[config.mk]
export PLATFORM = sky130hd
export DESIGN_NAME = trees_spawn_ctrl
export DESIGN_NICKNAME = d
export VERILOG_FILES = /design/src/rtl/trees_spawn_ctrl.sv
export SDC_FILE = /design/constraint.sdc
export NUM_CORES = 1
export LEC_CHECK = 0
export ABC_CLOCK_PERIOD_IN_PS = 2400
export CORE_UTILIZATION = 49
export DETAILED_ROUTE_END_ITERATION = 8
export PLACE_DENSITY = 0.75
export SYNTH_ARGS = -nofsm -noshare
export SYNTH_HDL_FRONTEND = slang
export SYNTH_SLANG_ARGS = --single-unit
[constraint.sdc]
create_clock -name clk -period 2.4 [get_ports clk]
set_input_delay 0.36 -clock clk [delete_from_list [all_inputs] [get_ports clk]]
set_output_delay 0.36 -clock clk [all_outputs]
set_load 0.01 [all_outputs]
[src/rtl/trees_spawn_ctrl.sv]
// trees_spawn_ctrl: per-level controller for the trees layer.
// On startOfLevel it latches the level's tree target and scroll speed. It then
// enables trees one at a time, lowest index first. Each spawn follows a
// pseudo-random wait of MIN_GAP..MIN_GAP+15 tenth-second ticks.
module trees_spawn_ctrl #(
  parameter int unsigned TREES_COUNT     = 16,
  parameter int unsigned BASE_TREES      = 4,
  parameter int unsigned TREES_PER_LEVEL = 2,
  parameter int unsigned BASE_SPEED      = 40,
  parameter int unsigned SPEED_STEP      = 15,
  parameter int unsigned MAX_SPEED       = 200,
  parameter int unsigned MIN_GAP         = 3,
  parameter logic [3:0]  GAP_MASK        = 4'hF,
  parameter logic [15:0] LFSR_SEED       = 16'hACE1
) (
  input  logic                    clk,
  input  logic                    resetN,
  input  logic                    startOfLevel,
  input  logic                    endLevel,
  input  logic                    oneTensSec,
  input  logic [3:0]              levelNumber,
  output logic [TREES_COUNT-1:0]  enableTreesVector,
  output logic signed [31:0]      levelSpeed,
  output logic [4:0]              activeCount,
  output logic                    spawnDone
);

  typedef enum logic [1:0] {
    IDLE     = 2'd0,
    WAIT_GAP = 2'd1,
    SPAWN    = 2'd2,
    HOLD     = 2'd3
  } state_t;

  localparam logic [TREES_COUNT-1:0] VEC_ONE = TREES_COUNT'(1);

  state_t                  state, state_next;
  logic [15:0]             lfsr;
  logic [7:0]              gap_cnt, gap_cnt_next;
  logic [4:0]              target, target_next;
  logic [TREES_COUNT-1:0]  vec_next;
  logic signed [31:0]      speed_next;
  logic [4:0]              count_next;
  logic                    done_next;

  // Level-dependent values. They are computed in 32 bits so that the clamp sees the true sum.
  logic [31:0] trees_raw;
  logic [31:0] speed_raw;
  logic [4:0]  level_target;
  logic [31:0] level_speed;
  logic [7:0]  gap_reload;

  assign trees_raw    = BASE_TREES + 32'(levelNumber) * TREES_PER_LEVEL;
  assign speed_raw    = BASE_SPEED + 32'(levelNumber) * SPEED_STEP;
  assign level_target = (trees_raw > TREES_COUNT) ? 5'(TREES_COUNT) : trees_raw[4:0];
  assign level_speed  = (speed_raw > MAX_SPEED) ? MAX_SPEED : speed_raw;
  assign gap_reload   = 8'(MIN_GAP) + {4'b0000, lfsr[3:0] & GAP_MASK};

  // Free-running Galois LFSR with taps x^16+x^14+x^13+x^11+1. It is reloaded only by reset.
  // NOTE: sequential state uses non-blocking (<=) so every flop samples pre-edge values.
  always_ff @(posedge clk or negedge resetN) begin
    if (!resetN) lfsr <= LFSR_SEED;
    else         lfsr <= {1'b0, lfsr[15:1]} ^ (lfsr[0] ? 16'hB400 : 16'h0000);
  end

  // Next-state and next-output logic. startOfLevel has priority over endLevel.
  always_comb begin
    // NOTE: every signal gets a default first, so no path leaves one unassigned (no latches).
    state_next   = state;
    gap_cnt_next = gap_cnt;
    target_next  = target;
    vec_next     = enableTreesVector;
    speed_next   = levelSpeed;
    count_next   = activeCount;
    done_next    = spawnDone;

    if (startOfLevel) begin
      target_next  = level_target;
      speed_next   = signed'(level_speed);
      vec_next     = '0;
      count_next   = 5'd0;
      gap_cnt_next = gap_reload;
      if (level_target == 5'd0) begin
        state_next = HOLD;
        done_next  = 1'b1;
      end else begin
        state_next = WAIT_GAP;
        done_next  = 1'b0;
      end
    end else if (endLevel) begin
      state_next = IDLE;
      vec_next   = '0;
      count_next = 5'd0;
      done_next  = 1'b0;
    end else begin
      case (state)
        IDLE: begin
          state_next = IDLE;
        end
        WAIT_GAP: begin
          if (gap_cnt == 8'd0) begin
            state_next = SPAWN;
          end else if (oneTensSec) begin
            gap_cnt_next = gap_cnt - 8'd1;
            if (gap_cnt == 8'd1) state_next = SPAWN;
          end
        end
        SPAWN: begin
          // v | (v+1) sets exactly the lowest-index zero bit.
          vec_next   = enableTreesVector | (enableTreesVector + VEC_ONE);
          count_next = activeCount + 5'd1;
          if (count_next == target) begin
            state_next = HOLD;
            done_next  = 1'b1;
          end else begin
            gap_cnt_next = gap_reload;
            state_next   = WAIT_GAP;
          end
        end
        HOLD: begin
          state_next = HOLD;
        end
        default: begin
          state_next = IDLE;
        end
      endcase
    end
  end

  // FSM state register.
  always_ff @(posedge clk or negedge resetN) begin
    if (!resetN) state <= IDLE;
    else         state <= state_next;
  end

  // Datapath and output registers. The vector and its count update together.
  always_ff @(posedge clk or negedge resetN) begin
    if (!resetN) begin
      gap_cnt           <= 8'd0;
      target            <= 5'd0;
      enableTreesVector <= '0;
      levelSpeed        <= BASE_SPEED;
      activeCount       <= 5'd0;
      spawnDone         <= 1'b0;
    end else begin
      gap_cnt           <= gap_cnt_next;
      target            <= target_next;
      enableTreesVector <= vec_next;
      levelSpeed        <= speed_next;
      activeCount       <= count_next;
      spawnDone         <= done_next;
    end
  end

endmodule

==> summary.md, run 1 <==
| Metric | Value |
|---|---|
| Status | `finished, violations left` |
| Violated checks | `setup timing` |
| Reg2reg start | `activeCount[1]` |
| Layout Nets | `454` |
| CTS root buf | `clkbuf_8` |
| Power share of the clock group | `34.2%` |
| # rows | `30` |
| Gr ovfl total | `0` |
| Syn-to-layout area delta | `32.6%` |
| Worst Hold Class | `in2async` |
| # hold bufs at CTS | `0` |
| Synth Register Bits | `61` |
| Inserted Clock Buffers | `9` |
| Startpoint Class | `primary input` |
| Final Max Slew Viols | `0` |
| DRT iter0 DRCs | `69` |
| Minimum clock period | `2.61 ns` |
| GR Util met3 | `5.87%` |
| Ant. Diodes | `0` |
| Mapped Area | `3450 um^2` |
| Synth cell types | `58` |
| Fmax | `383 MHz` |
| Worst-Margin Slew | `0.616 ns` |
| Vias in the first global route | `2592` |
| DR WL/cell | `14.2 um` |
| CP max FO | `4` |
| CTS H-tree lvls | `3` |
| Die H | `86.0 um` |
| Clock slew at reported path FFs | `0.07 ns` |
| DP Worst Slack | `-1.05 ns` |
| Total GRT Usage | `21.5%` |
| CTS tree | `built` |
| Area leader, netlist | `dfrtp_1` |
| Worst skew pair latency | `0.34 ns` |
| VDD IR max | `0.649 mV` |
| Sequential cell fraction of total power | `37.3%` |
| CP arrival | `2.83 ns` |
| Share of cells above drive strength 1 | `24.0%` |
| # placed instances | `497` |
| Initial antenna violation count | `0` |
| Grt met2 use | `33.2%` |
| GRT busiest layer | `met2` |
| EDFF count, synth | `0` |
| Vias per inst | `5.14` |
| Final core occ | `67.4%` |
| Global routing met1 resource utilization | `28.9%` |
| Synth warn | `0` |
| Clock Skew | `0.00986 ns` |
| Routed wire length | `7.34 mm` |
| P_sw | `928 uW` |
| CP startpoint | `levelNumber[0]` |
| Final setup fails | `8` |
| Power Density | `711 nW/um^2` |
| Pre-Repair DR Iteration Count | `4` |
| RSZ-0062 raised after global routing | `yes` |
| Static Leakage | `0.00205 uW` |
| Slew Limit Headroom | `57.8%` |
| TritonCTS sink count | `61` |
| Largest net degree at the start of global routing | `62` |
| Final hold viol count | `0` |
| Cell-internal power | `2330 uW` |
| Core box area | `6790 um^2` |
| Setup slack, reg-to-reg | `0.31 ns` |
| Top_reg_cell synth | `dfrtp_1` |
| Drt drc | `0` |
| Worst EP required | `2.62 ns` |
| Count leader, synth | `dfrtp_1` |
| Post-synth top cells | `dfrtp_1 (51), nor2_1 (32), ha_1 (26)` |
| Die width | `86.0 um` |
| PortBufs | `39` |
| Final WS setup | `-0.209 ns` |
| Asr flop ratio synth | `100%` |
| Seq/Total Area, Yosys | `44.6%` |
| Crit Path Category | `in2reg` |
| First-pass GRT wire length | `12.3 mm` |
| Clock Path Buffers | `2` |
| Top-Level Pins | `63` |
| DIE AREA | `7390 um^2` |
| Initial Util | `50.8%` |
| Routed Antenna Nets | `0` |
| Final cell count without fillers | `516` |
| Ratio of final minimum period to clock period | `109%` |
| Switching share of total power | `28.5%` |
| Crit path capture type | `flip-flop` |
| Vias | `2650` |
| Syn_area_per_cell | `10.2 um^2` |
| Routability congestion estimate | `0.870` |
| Synth top area share | `37.0%` |
| Area contributors post-synth | `dfrtp_1 (37%), ha_1 (9.4%), dfstp_2 (7.6%)` |
| Max_cap viols | `0` |
| Synth Instances | `337` |
| Final HPWL DP | `5.10 mm` |
| Comb power frac | `28.5%` |
path summary, 6_finish.rpt:
check	endpoint	cells after the start
worst max-delay path	levelSpeed[0]	12
worst min-delay path	enableTreesVector[11]	2
worst max register to register	gap_cnt[2]	6
worst min register to register	lfsr[7]	0
max in group asynchronous	lfsr[11]	2
min in group clk	lfsr[7]	0
per-layer routing:
| layer | up-vias | wire length [um] |
|---|---|---|
| met3 | 12 | 327 |
| met2 | 66 | 3470 |
| met1 | 1276 | 3450 |
| met4 | 0 | 100 |
| met5 | - | 0 |
| li1 | 1296 | - |
what timing repair did:
action,CTS,global route
pin swaps,24,18
setup buffers,3,1
resized for setup,27,11
setup endpoints to repair,8,8
power groups by stage:
stage	clock [uW]	sequential (uW)	combinational, uW
2_1_floorplan	0	1230	512
3_3_place_gp	0	1230	814
3_5_place_dp	0	1230	838
4_1_cts	1130	1210	891
5_1_grt	1180	1220	1010
6_report	1110	1210	928
per-stage QoR:
| step | cell area, um^2 | power [uW] | setup TNS, ns | hold WS, ns |
|---|---|---|---|---|
| detailed placement | 4240 | 2070 | -7.79 | 0.338 |
| finish | 4580 | 3260 | -1.20 | 0.0133 |
| global placement | 4240 | 2040 | -7.23 | 0.340 |
| global route | 4580 | 3410 | -1.53 | 0.0399 |
| CTS | 4550 | 3230 | -1.87 | 0.0216 |
| floorplan | 3660 | 1740 | -1.47 | 0.0644 |
registers in the layout (all words and copies together) (netlist names):
register           cells
activeCount            5
spawnDone              1
levelSpeed             9
lfsr                  16
target                 4
gap_cnt                8
enableTreesVector     16
state                  2
layout make-up:
| class | instances | area, um^2 |
|---|---|---|
| clock buffer | 12 | 145 |
| clock inverter | 4 | 95.1 |
| fill | 501 | 2210 |
| inverter | 21 | 98.8 |
| multi-input combinational | 245 | 1870 |
| sequential | 61 | 1540 |
| tap | 96 | 120 |
| timing repair buffer | 77 | 711 |
cells by family (layout without fill, tap and decap cells):
kind of cell    after synthesis  after routing  share of synthesized area [%]
xor+xnor                     16             16                           4.28
simple gates                 94             94                           13.9
other cells                   1             23                          0.109
flops                        61             61                           44.6
buf+inv                      53            114                           8.33
fa+ha+maj                    30             30                           11.7
compound gates               80             80                           16.5
mux                           2              2                          0.616
worst max-delay path, cell delays in order:
cell       delay (ns)
buf_6            0.09
inv_8            0.03
ha_4             0.24
ha_4             0.16
fa_1             0.49
ha_2             0.21
fa_2             0.39
a21o_1           0.21
a21oi_2          0.16
a32oi_1          0.12
a21oi_2          0.23
o2bb2ai_1        0.11
cells in the final DEF, fill, tap and decap left out, drive strengths merged, types with 3 or more instances in the layout:
cell type	count
a21o	5
a21oi	21
a31oi	7
a41oi	3
and3	3
buf	41
bufinv	3
clkbuf	14
clkdlybuf4s50	34
conb	23
dfrtp	51
dfstp	10
fa	4
ha	26
inv	21
nand2	18
nand2b	3
nand3	4
nand4	3
nor2	32
nor2b	5
nor3	10
o21a	3
o21ai	14
o2bb2ai	7
xnor2	9
xor2	7
Note: power is estimated with default switching activity, not from simulation.
==> run 2: changes to the inputs <==
Settings changed: ABC_AREA set to 1, CTS_CLUSTER_DIAMETER set to 120, DONT_BUFFER_PORTS set to 1, PLACE_DENSITY 0.75 to unset.
==> run 2 against run 1 <==
  * The run now ends clean
  * Worst setup slack better by 0.26 ns
  * Power decreased by 16%
  * Non-clock buffer count decreased by 59
  * Highest routed layer unchanged
==> summary.md, run 2 <==
| Metric | Value |
|---|---|
| Clock slew at reported path FFs | `0.07 ns (about the same)` |
| Max_cap viols | `0 (unchanged)` |
| Vias | `2444 (was 2650)` |
| Fmax | `426 MHz (was 383 MHz)` |
| Asr flop ratio synth | `100% (unchanged)` |
| Final setup fails | `0 (was 8)` |
| Top_reg_cell synth | `dfrtp_1 (unchanged)` |
| DIE AREA | `7300 um^2 (was 7390 um^2)` |
| Synth warn | `0 (unchanged)` |
| Pre-Repair DR Iteration Count | `4 (unchanged)` |
| Final WS setup | `0.0525 ns (was -0.209 ns)` |
| Status | `complete, no violations (was finished, violations left)` |
| Initial Util | `50.5% (was 50.8%)` |
| Drt drc | `0 (unchanged)` |
| CP max FO | `6 (was 4)` |
| Worst Hold Class | `in2reg (was in2async)` |
| Vias per inst | `5.05 (was 5.14)` |
| Area post-placement | `3590 um^2 (was 4240 um^2)` |
| CP arrival | `2.57 ns (was 2.83 ns)` |
| Routability congestion estimate | `0.864 (was 0.870)` |
| Syn_area_per_cell | `9.10 um^2 (was 10.2 um^2)` |
| Post-Synth Adder-Cell Area | `11.9% (was 11.7%)` |
| Xor and xnor area share after synthesis | `2.82% (was 4.28%)` |
| # rows | `30 (unchanged)` |
| Die H | `85.4 um (was 86.0 um)` |
| Clock Path Buffers | `2 (unchanged)` |
| Startpoint Class | `primary input (unchanged)` |
| Count leader, synth | `nand2_1 (was dfrtp_1)` |
| Setup slack, reg-to-reg | `0.48 ns (was 0.31 ns)` |
| Mux cell area share after synthesis | `0.587% (was 0.616%)` |
| PortBufs | `0 (was 39)` |
| Share of cells above drive strength 1 | `20.5% (was 24.0%)` |
| Synth top area share | `37.4% (was 37.0%)` |
| First-pass GRT wire length | `10.9 mm (was 12.3 mm)` |
| Final HPWL DP | `4.61 mm (was 5.10 mm)` |
| Die width | `85.4 um (was 86.0 um)` |
| Inserted Clock Buffers | `9 (unchanged)` |
| Largest net degree at the start of global routing | `62 (unchanged)` |
| Compound-Gate Fraction of Synth Area | `7.15% (was 16.4%)` |
| Seq/Total Area, Yosys | `45.1% (was 44.6%)` |
| Synth cell types | `38 (was 58)` |
| Hold Crit Depth | `1` |
| Ant. Diodes | `0 (unchanged)` |
| Crit Path Category | `in2reg (unchanged)` |
| Gr ovfl total | `0 (unchanged)` |
| Routed Antenna Nets | `0 (unchanged)` |
| Ratio of final minimum period to clock period | `97.8% (was 109%)` |
| Hold path start | `startOfLevel` |
| Static Leakage | `0.00189 uW (was 0.00205 uW)` |
| Final instance area | `3930 um^2 (was 4580 um^2)` |
| VDD IR max | `0.416 mV (was 0.649 mV)` |
| Worst EP required | `2.62 ns (about the same)` |
| Reg2Reg Depth | `11 (was 6)` |
| CTS H-tree lvls | `3 (unchanged)` |
| Clock Skew | `0.0113 ns (was 0.00986 ns)` |
| Synth Instances | `375 (was 337)` |
| Final Max Slew Viols | `0 (unchanged)` |
| Worst skew pair latency | `0.34 ns (about the same)` |
| Mapped Area | `3410 um^2 (was 3450 um^2)` |
| CTS tree | `built (unchanged)` |
| Routed wire length | `6.36 mm (was 7.34 mm)` |
| Core box area | `6760 um^2 (was 6790 um^2)` |
| WHS Endpoint | `levelSpeed[8]` |
| Initial antenna violation count | `0 (unchanged)` |
| Power Density | `698 nW/um^2 (was 711 nW/um^2)` |
| TritonCTS sink count | `61 (unchanged)` |
| Synth Area in Simple Gates | `21.6% (was 13.9%)` |
| Minimum clock period | `2.35 ns (was 2.61 ns)` |
| Vias in the first global route | `2337 (was 2592)` |
| RSZ-0062 raised after global routing | `yes (unchanged)` |
| Layout Nets | `438 (was 454)` |
| Total GRT Usage | `18.8% (was 21.5%)` |
| DRT iter0 DRCs | `128 (was 69)` |
| Area leader, netlist | `dfrtp_1 (unchanged)` |
| Crit Reg-Reg Endpoint | `gap_cnt[3] (was gap_cnt[2])` |
| Total power draw | `2740 uW (was 3260 uW)` |
| Post-synth top cells | `nand2_1 (68), dfrtp_1 (51), inv_1 (43) (was dfrtp_1 (51), nor2_1 (32), ha_1 (26))` |
| Syn-to-layout area delta | `15.2% (was 32.6%)` |
| Largest family of logic cells by synthesized area | `simple AND/OR/NAND/NOR gates (was compound AO/OA/AOI/OAI gates)` |
| Crit path capture type | `flip-flop (unchanged)` |
| EDFF count, synth | `0 (unchanged)` |
| Commonest non-fill, non-tap cell in the layout | `nand2_1 (was dfrtp_1)` |
| Commonest cells after routing, fill and taps aside | `nand2_1 (65), dfrtp_1 (51), inv_1 (41) (was dfrtp_1 (51), clkdlybuf4s50_1 (34), nor2_1 (32))` |
| Final core occ | `58.1% (was 67.4%)` |
| Hold Slack | `0.0853 ns (was 0.0133 ns)` |
| Final hold viol count | `0 (unchanged)` |
| Largest registers | `enableTreesVector (16), lfsr (16), levelSpeed (9) (unchanged)` |
| DP Worst Slack | `-0.367 ns (was -1.05 ns)` |
| DR WL/cell | `13.1 um (was 14.2 um)` |
| Area contributors post-synth | `dfrtp_1 (37%), ha_1 (9.5%), dfstp_2 (7.7%) (was dfrtp_1 (37%), ha_1 (9.4%), dfstp_2 (7.6%))` |
| CTS root buf | `clkbuf_8 (unchanged)` |
| Top-Level Pins | `63 (unchanged)` |
| Reg2reg start | `activeCount[0] (was activeCount[1])` |
| Synth Register Bits | `61 (unchanged)` |
## run 2: cell types whose count changed in the layout (fill, tap and decap cells not counted), sizes merged, moves of 6 or more
cell           before  now
clkdlybuf4s50      34    0
o2bb2ai             7    0
nand3               4   32
inv                21   46
nand4               3   12
nand2              18   74
nor2               32   25
nor3               10    4
a21oi              21   15
buf                41   17
## run 2: metrics by stage
step | setup TNS, ns | std cells
final | 0 | 484
after global routing | -0.132 | 484
after CTS | 0 | 481
after detailed placement | -2.70 | 463
after global placement | -2.27 | 463
after floorplan | -1.68 | 397
## run 2: layout make-up
class                   count  area, um^2
clock buffers               9         124
clock inverters             7        75.1
fillers                   599        2830
inverters                  45         174
multi-input cells         264        1760
flip-flops and latches     61        1540
well taps                  80         100
repair buffers             18         158
## run 2: cells by family after synthesis
family          after synthesis
flops                        61
other cells                   1
buf+inv                      72
mux                           2
simple gates                154
compound gates               44
fa+ha+maj                    30
xor+xnor                     11
## run 2: worst max-delay path by stage
| stage | endpoint | depth (start not counted) | startpoint | slack [ns] |
|---|---|---|---|---|
| final | levelSpeed[0] | 10 | levelNumber[1] | 0.05 |
| after global routing | levelSpeed[3] | 13 | levelNumber[0] | -0.04 |
| after floorplan | levelSpeed[3] | 12 | levelNumber[1] | -0.30 |
| after detailed placement | levelSpeed[0] | 10 | levelNumber[1] | -0.37 |
| after CTS | levelSpeed[0] | 10 | levelNumber[1] | 0.002 |
| after global placement | levelSpeed[0] | 10 | levelNumber[1] | -0.30 |
## run 2: timing repair
action / CTS / global route
hold buffers: 2 / 0
endpoints found under the setup margin: 1 / 8
hold endpoints to repair: 61 / 0
buffers inserted: 0 / 3
resized for setup: 0 / 16
pin swaps: 1 / 8
## run 2: report_power, final
group          internal (uW)  leakage, uW  switching [uW]
registers               1120     0.000786            86.4
clock network            482    0.0000918             435
logic                    287      0.00101             337
total                   1880      0.00189             859
## run 2: per-layer routing
| metal | routed length [um] | GRT usage (%) | share of wire (%) |
|---|---|---|---|
| met5 | 0 | 0 | 0 |
| met3 | 351 | 5.25 | 5.5 |
| met2 | 2940 | 29.5 | 46 |
| met4 | 82 | 6.36 | 1.3 |
| met1 | 2990 | 25.2 | 47 |
## run 2: worst max-delay path, cell delays in order
cell	delay, ns
fa_2	0.57
ha_4	0.21
ha_4	0.22
fa_2	0.42
a21oi_2	0.14
o21ai_1	0.09
xor2_1	0.23
nand3_2	0.15
nand2_2	0.11
o21ai_1	0.06
